<file path="src/rtl/reg_share_arbiter_pkg.sv">
// reg_share_arbiter_pkg
//   Shared types, default sizes and small helpers for the register-sharing
//   round-robin arbiter.
//   Contents:
//     arb_state_t          IDLE / GRANT controller state
//     DEF_N/DEF_W/DEF_MAX_HOLD   default requester count, data width, hold limit
//     idx_w(n)             width of an index into n requesters (min 1)
//     wrap_add(a, b, n)    (a + b) mod n for a, b already in [0, n)
package reg_share_arbiter_pkg;

  typedef enum logic {IDLE, GRANT} arb_state_t;

  localparam int DEF_N        = 4;
  localparam int DEF_W        = 8;
  localparam int DEF_MAX_HOLD = 4;

  function automatic int idx_w(input int n);
    return (n <= 1) ? 1 : $clog2(n);
  endfunction

  function automatic int wrap_add(input int a, input int b, input int n);
    int s;
    s = a + b;
    if (s >= n) s = s - n;
    return s;
  endfunction

endpackage

</file>
<file path="src/rtl/reg_share_arbiter_if.sv">
// reg_share_arbiter_if
//   Bundle between the requesting blocks and the shared register arbiter.
//   Signals:
//     req   [N]      per-requester request level
//     data  [N*W]    requester i data word at [i*W +: W]
//     grant [N]      registered one-hot grant, zero when idle
//     owner [IDX_W]  index of current grantee (meaningful when grant != 0)
//     q     [W]      shared register contents
//     valid          high for the cycle after each edge that loaded q
//   Modports:
//     master  requester side (drives req/data)
//     slave   arbiter side (drives grant/owner/q/valid)
interface reg_share_arbiter_if
  import reg_share_arbiter_pkg::*;
#(
  parameter int N = DEF_N,
  parameter int W = DEF_W
) ();

  localparam int IDX_W = idx_w(N);

  logic [N-1:0]     req;
  logic [N*W-1:0]   data;
  logic [N-1:0]     grant;
  logic [IDX_W-1:0] owner;
  logic [W-1:0]     q;
  logic             valid;

  modport master (
    output req, data,
    input  grant, owner, q, valid
  );

  modport slave (
    input  req, data,
    output grant, owner, q, valid
  );

endinterface

</file>
<file path="src/rtl/reg_share_arbiter_rr_pick.sv">
// reg_share_arbiter_rr_pick
//   Combinational circular priority picker: finds the first asserted request
//   at or after i_ptr, wrapping from N-1 back to 0.
//   Ports:
//     i_req   [N]      request vector
//     i_ptr   [IDX_W]  highest-priority index
//     o_found          at least one request asserted
//     o_idx   [IDX_W]  winning index (0 when nothing found)
module reg_share_arbiter_rr_pick
  import reg_share_arbiter_pkg::*;
#(
  parameter int N     = DEF_N,
  parameter int IDX_W = idx_w(DEF_N)
) (
  input  logic [N-1:0]     i_req,
  input  logic [IDX_W-1:0] i_ptr,
  output logic             o_found,
  output logic [IDX_W-1:0] o_idx
);

  // Walk offsets from farthest to nearest so the nearest hit is written last
  // and wins.
  always_comb begin
    o_found = 1'b0;
    o_idx   = '0;
    for (int k = N - 1; k >= 0; k--) begin
      if (i_req[IDX_W'(wrap_add(int'(i_ptr), k, N))]) begin
        o_found = 1'b1;
        o_idx   = IDX_W'(wrap_add(int'(i_ptr), k, N));
      end
    end
  end

endmodule

</file>
<file path="src/rtl/reg_share_arbiter.sv">
// reg_share_arbiter
//   Round-robin arbiter sharing one W-bit storage register among N requesters.
//   A requester raises req, gets a registered one-hot grant, then streams its
//   data word into q once per clock until it drops req. On release the pointer
//   moves past the old owner and arbitration reruns on the same edge, so a
//   waiting requester is granted with no idle cycle.
//   Optional feature macro: REG_ARB_TIMEOUT_EN -- when defined, an owner is
//   forced to release after MAX_HOLD captures in one grant and drops to lowest
//   priority; when undefined an owner keeps the grant until it drops req.
//   Ports:
//     i_clk     clock, all state updates on the rising edge
//     i_nreset  synchronous active-low reset
//     bus       reg_share_arbiter_if.slave (req/data in, grant/owner/q/valid out)
module reg_share_arbiter
  import reg_share_arbiter_pkg::*;
#(
  parameter int N        = DEF_N,
  parameter int W        = DEF_W,
  parameter int MAX_HOLD = DEF_MAX_HOLD
) (
  input  logic               i_clk,
  input  logic               i_nreset,
  reg_share_arbiter_if.slave bus
);

  localparam int IDX_W = idx_w(N);

  arb_state_t       r_state;
  logic [IDX_W-1:0] r_ptr;
  logic [IDX_W-1:0] r_owner;
  logic [N-1:0]     r_grant;
  logic [W-1:0]     r_q;
  logic             r_valid;

  logic [W-1:0]     w_words [N];
  logic [IDX_W-1:0] w_next_ptr;
  logic [IDX_W-1:0] w_pick_ptr;
  logic             w_found;
  logic [IDX_W-1:0] w_pick_idx;
  logic             w_timeout;
  logic             w_capture;

  for (genvar gi = 0; gi < N; gi++) begin : g_words
    assign w_words[gi] = bus.data[gi*W +: W];
  end

  // Pointer just past the current owner; used both as the new ptr on release
  // and as the search start for the same-edge re-arbitration.
  assign w_next_ptr = (r_owner == IDX_W'(N - 1)) ? '0 : r_owner + 1'b1;
  assign w_pick_ptr = (r_state == GRANT) ? w_next_ptr : r_ptr;
  assign w_capture  = (r_state == GRANT) && bus.req[r_owner] && !w_timeout;

  reg_share_arbiter_rr_pick #(
    .N     (N),
    .IDX_W (IDX_W)
  ) u_pick (
    .i_req   (bus.req),
    .i_ptr   (w_pick_ptr),
    .o_found (w_found),
    .o_idx   (w_pick_idx)
  );

`ifdef REG_ARB_TIMEOUT_EN
  localparam int HOLD_W = $clog2(MAX_HOLD + 1);

  logic [HOLD_W-1:0] r_hold;

  assign w_timeout = (r_hold == HOLD_W'(MAX_HOLD));

  // Counts captures in the current grant; any non-capture edge in GRANT is a
  // release, which clears it.
  always_ff @(posedge i_clk) begin
    if (!i_nreset) begin
      r_hold <= '0;
    end else if (r_state == GRANT) begin
      if (w_capture) r_hold <= r_hold + 1'b1;
      else           r_hold <= '0;
    end
  end
`else
  logic w_unused_max_hold;

  assign w_timeout         = 1'b0;
  assign w_unused_max_hold = (MAX_HOLD > 0);
`endif

  always_ff @(posedge i_clk) begin
    if (!i_nreset) begin
      r_state <= IDLE;
      r_ptr   <= '0;
      r_owner <= '0;
      r_grant <= '0;
      r_q     <= '0;
      r_valid <= 1'b0;
    end else begin
      case (r_state)
        IDLE: begin
          r_valid <= 1'b0;
          if (w_found) begin
            r_grant <= N'(1) << w_pick_idx;
            r_owner <= w_pick_idx;
            r_state <= GRANT;
          end
        end
        GRANT: begin
          if (w_capture) begin
            r_q     <= w_words[r_owner];
            r_valid <= 1'b1;
          end else begin
            r_valid <= 1'b0;
            r_ptr   <= w_next_ptr;
            if (w_found) begin
              r_grant <= N'(1) << w_pick_idx;
              r_owner <= w_pick_idx;
            end else begin
              r_grant <= '0;
              r_state <= IDLE;
            end
          end
        end
        default: r_state <= IDLE;
      endcase
    end
  end

  assign bus.grant = r_grant;
  assign bus.owner = r_owner;
  assign bus.q     = r_q;
  assign bus.valid = r_valid;

endmodule
</file>
<file path="src/flat_wrapper.sv">
// flat-port wrapper written by rule: the top's interface ports become plain ports
module reg_share_arbiter_flat import reg_share_arbiter_pkg::*;
#(
  parameter int N        = DEF_N,
  parameter int W        = DEF_W,
  parameter int MAX_HOLD = DEF_MAX_HOLD
)
  (i_clk, i_nreset, bus_req, bus_data, bus_grant, bus_owner, bus_q, bus_valid);
  reg_share_arbiter_if #(.N(N), .W(W)) bus_i ();
  input  logic i_clk;
  input  logic i_nreset;
  input wire logic [$bits(bus_i.req)-1:0] bus_req;
  input wire logic [$bits(bus_i.data)-1:0] bus_data;
  output wire logic [$bits(bus_i.grant)-1:0] bus_grant;
  output wire logic [$bits(bus_i.owner)-1:0] bus_owner;
  output wire logic [$bits(bus_i.q)-1:0] bus_q;
  output wire logic [$bits(bus_i.valid)-1:0] bus_valid;
  assign bus_i.req = bus_req;
  assign bus_i.data = bus_data;
  assign bus_grant = bus_i.grant;
  assign bus_owner = bus_i.owner;
  assign bus_q = bus_i.q;
  assign bus_valid = bus_i.valid;
  reg_share_arbiter #(.N(N), .W(W), .MAX_HOLD(MAX_HOLD)) u_core (.i_clk(i_clk), .i_nreset(i_nreset), .bus(bus_i));
endmodule
</file>
<file path="config.mk">
export PLATFORM = sky130hd
export DESIGN_NAME = reg_share_arbiter_flat
export DESIGN_NICKNAME = d
export VERILOG_FILES = /design/src/rtl/reg_share_arbiter_pkg.sv /design/src/rtl/reg_share_arbiter_if.sv /design/src/rtl/reg_share_arbiter_rr_pick.sv /design/src/rtl/reg_share_arbiter.sv /design/src/flat_wrapper.sv
export SDC_FILE = /design/constraint.sdc
export NUM_CORES = 1
export LEC_CHECK = 0
export CAP_MARGIN = 0
export CORE_UTILIZATION = 42
export CTS_CLUSTER_SIZE = 30
export DETAILED_ROUTE_END_ITERATION = 10
export PLACE_DENSITY = 0.82
export REMOVE_ABC_BUFFERS = 1
export SETUP_SLACK_MARGIN = 0.4
export SYNTH_ARGS = -nofsm -noshare
export SYNTH_HDL_FRONTEND = slang
export SYNTH_SLANG_ARGS = --single-unit
export TNS_END_PERCENT = 30
</file>
<file path="constraint.sdc">
create_clock -name i_clk -period 4.6 [get_ports i_clk]
set_input_delay 0.46 -clock i_clk [delete_from_list [all_inputs] [get_ports i_clk]]
set_output_delay 0.46 -clock i_clk [all_outputs]
set_load 0.05 [all_outputs]
</file>
==> flow_metrics.tcl <==
set metrics [dict create \
    path_delay_family "buffers and inverters" \
    row_count 17 \
    min_period_ns 2.51 \
    drt-met1-wl_mm 1.02 \
    peakVddDrop_uv 224 \
    root_buffer "clkbuf_4" \
    start_kind "register" \
    arrival_ns 2.05 \
    report.final.slew_viol_count 0 \
    hold_viol 0 \
    die_height_um 51.8 \
    p_per_area_nw_per_um2 296 \
    hpwlAfterDp_mm 1.96 \
    via_per_inst 5.51 \
    layout_commonest_cell "clkdlybuf4s50_1" \
    cts.sinks 18 \
    grtUsageTotal 0.200 \
    ioPinCount 53 \
    setup_viol_count_final 0 \
    dp.cells 170 \
    syn_avg_cell_area_sq_um 10.9 \
    ys_seq_elements 18 \
    crit_buf_inv 1 \
    crit_fanout 14 \
    fmax_ghz 0.399 \
    crit_path_end_kind "output port" \
    drt-total-wl_mm 2.54 \
    drt-initial-drc-count 13 \
    cts_hold_buf 0 \
    io_buffers 52 \
    fin_cells 174 \
    path_clk_slew_ns 0.10 \
    ant_nets 0 \
    rsz0062_at_grt "false" \
    syn_inst 96 \
    wl_met3_um 301 \
    insertion_delay_ns 0.30 \
    async_flop_share 0 \
    die-area_sq_um 2690 \
    fin_setup_tns_ns 0 \
    top_layer_used "met4" \
    finalCritPeriodShare 0.545 \
    yosysWarnings 0 \
    cts_tree "done" \
    p_leak_nw 0.620 \
    hp-class "reg -> reg" \
    wl_per_cell_um 14.6 \
    syn_area_sq_um 1040 \
    crit_type "reg -> out" \
    wl_met2_mm 1.19 \
    grt_max_degree 16 \
    post-cts-setup-buffers 0 \
    dr.pass1.iters 4 \
    grt_pass1_vias 971 \
    clock-skew-final_ns 0.00339 \
    start_util 0.458 \
    diodes 0 \
    fin_nets 186 \
    cts.path.max_buffers 2 \
    crit_chain "clkdlybuf4s50_1" \
    synth_edf_count 0 \
    numCtsBuffers 3 \
    htreeDepth 1 \
    crit_required_ns 4.14 \
    synthDistinctLibCells 33 \
    cts_resized 0 \
    core_sq_um 2280 \
    num_vias 958 \
    grt_antenna_before_repair 0 \
    max_stage_delay_ns 0.93 \
    die_x_um 51.8 \
    syn2layout_area_growth_pct 53.8 \
    grt-ovfl-total 0 \
    layout-drive-gt1-share 0.130 \
    slew-limit-headroom 0.480 \
    remaining_drc_errors 0 \
    outcome "complete, no violations" \
    worst-slew-pin-transition_ns 0.773 \
    place.gp.congestion 0.748 \
    cap_violations 0 \
    slowest_stage "clkdlybuf4s50_1" \
    yosysSeqAreaShare 0.345 \
    synth_flop_cell "dfxtp_1" \
    layout_common_cells "clkdlybuf4s50_1 (52), dfxtp_1 (18), nor2_1 (13)" \
    grt_pass1_wl_mm 4.03 \
]
==> cells in the mapped netlist (2+ instances only) <==
library cell | instances | area share
dfxtp_1 | 18 | 0.35
nor2_1 | 13 | 0.047
mux2i_1 | 10 | 0.096
mux4_2 | 9 | 0.19
nand2_1 | 5 | 0.018
nor2b_1 | 4 | 0.024
buf_2 | 3 | 0.014
nor3_1 | 3 | 0.014
a21oi_1 | 2 | 0.0096
a41o_1 | 2 | 0.019
clkbuf_1 | 2 | 0.0072
nand2b_1 | 2 | 0.012
nand3b_1 | 2 | 0.014
o32ai_1 | 2 | 0.017
==> cell type report <==
type | instances | area [sq um]
fillers | 184 | 671
multi-input cells | 71 | 649
repair buffers | 52 | 520
flip-flops and latches | 18 | 360
clock buffers | 4 | 36.3
well taps | 28 | 35.0
inverters | 1 | 3.75
==> path summary, 6_finish.rpt <==
| path | start | end | slack, ns | cells after the start |
|---|---|---|---|---|
| worst min-delay path | u_core.bus.q[7] | u_core.bus.q[7] | 0.46 | 2 |
| worst max-delay path | u_core.bus.owner[0] | bus_owner[0] | 2.09 | 1 |
| worst min register to register | u_core.bus.q[7] | u_core.bus.q[7] | 0.46 | 2 |
| worst max register to register | u_core.bus.owner[0] | u_core.bus.grant[1] | 2.19 | 6 |
==> metal layers <==
metal,vias up,global-route usage
met3,4,0.0585
met2,48,0.363
met4,0,0.0766
met5,-,0
met1,439,0.214
li1,467,-
==> power by group <==
part	switching, mW	total, mW	internal, mW
combinational	0.0929	0.190	0.0971
clock	0.0488	0.0971	0.0483
sequential	0.0182	0.189	0.171
==> through the flow <==
stage	hold slack (ns)	power [mW]	instance area (sq um)	util	worst slack [ns]
after CTS	0.470	0.482	1610	0.705	2.05
after detailed placement	0.456	0.383	1570	0.689	2.18
final	0.464	0.476	1610	0.705	2.09
after global placement	0.441	0.379	1570	0.689	2.19
after global routing	0.499	0.500	1610	0.705	1.93
after floorplan	0.452	0.310	1010	-	2.13
==> state kept, by name, indices dropped and copies added (netlist names) <==
name,count
u_core.bus.valid,1
u_core.r_ptr,2
u_core.bus.q,8
u_core.bus.owner,2
u_core.bus.grant,4
u_core.r_state,1
==> logic make-up (layout without fill, tap and decap cells) <==
| family | Yosys count | count (layout) | share of synthesized area |
|---|---|---|---|
| DFF | 18 | 18 | 0.345 |
| buffers and inverters | 7 | 57 | 0.0324 |
| adders and majority gates | 1 | 1 | 0.0120 |
| and+or+nand+nor | 38 | 38 | 0.199 |
| AOI/OAI and AO/OA | 12 | 12 | 0.0995 |
| muxes | 20 | 20 | 0.312 |
Power figures use the tool's default switching activity.
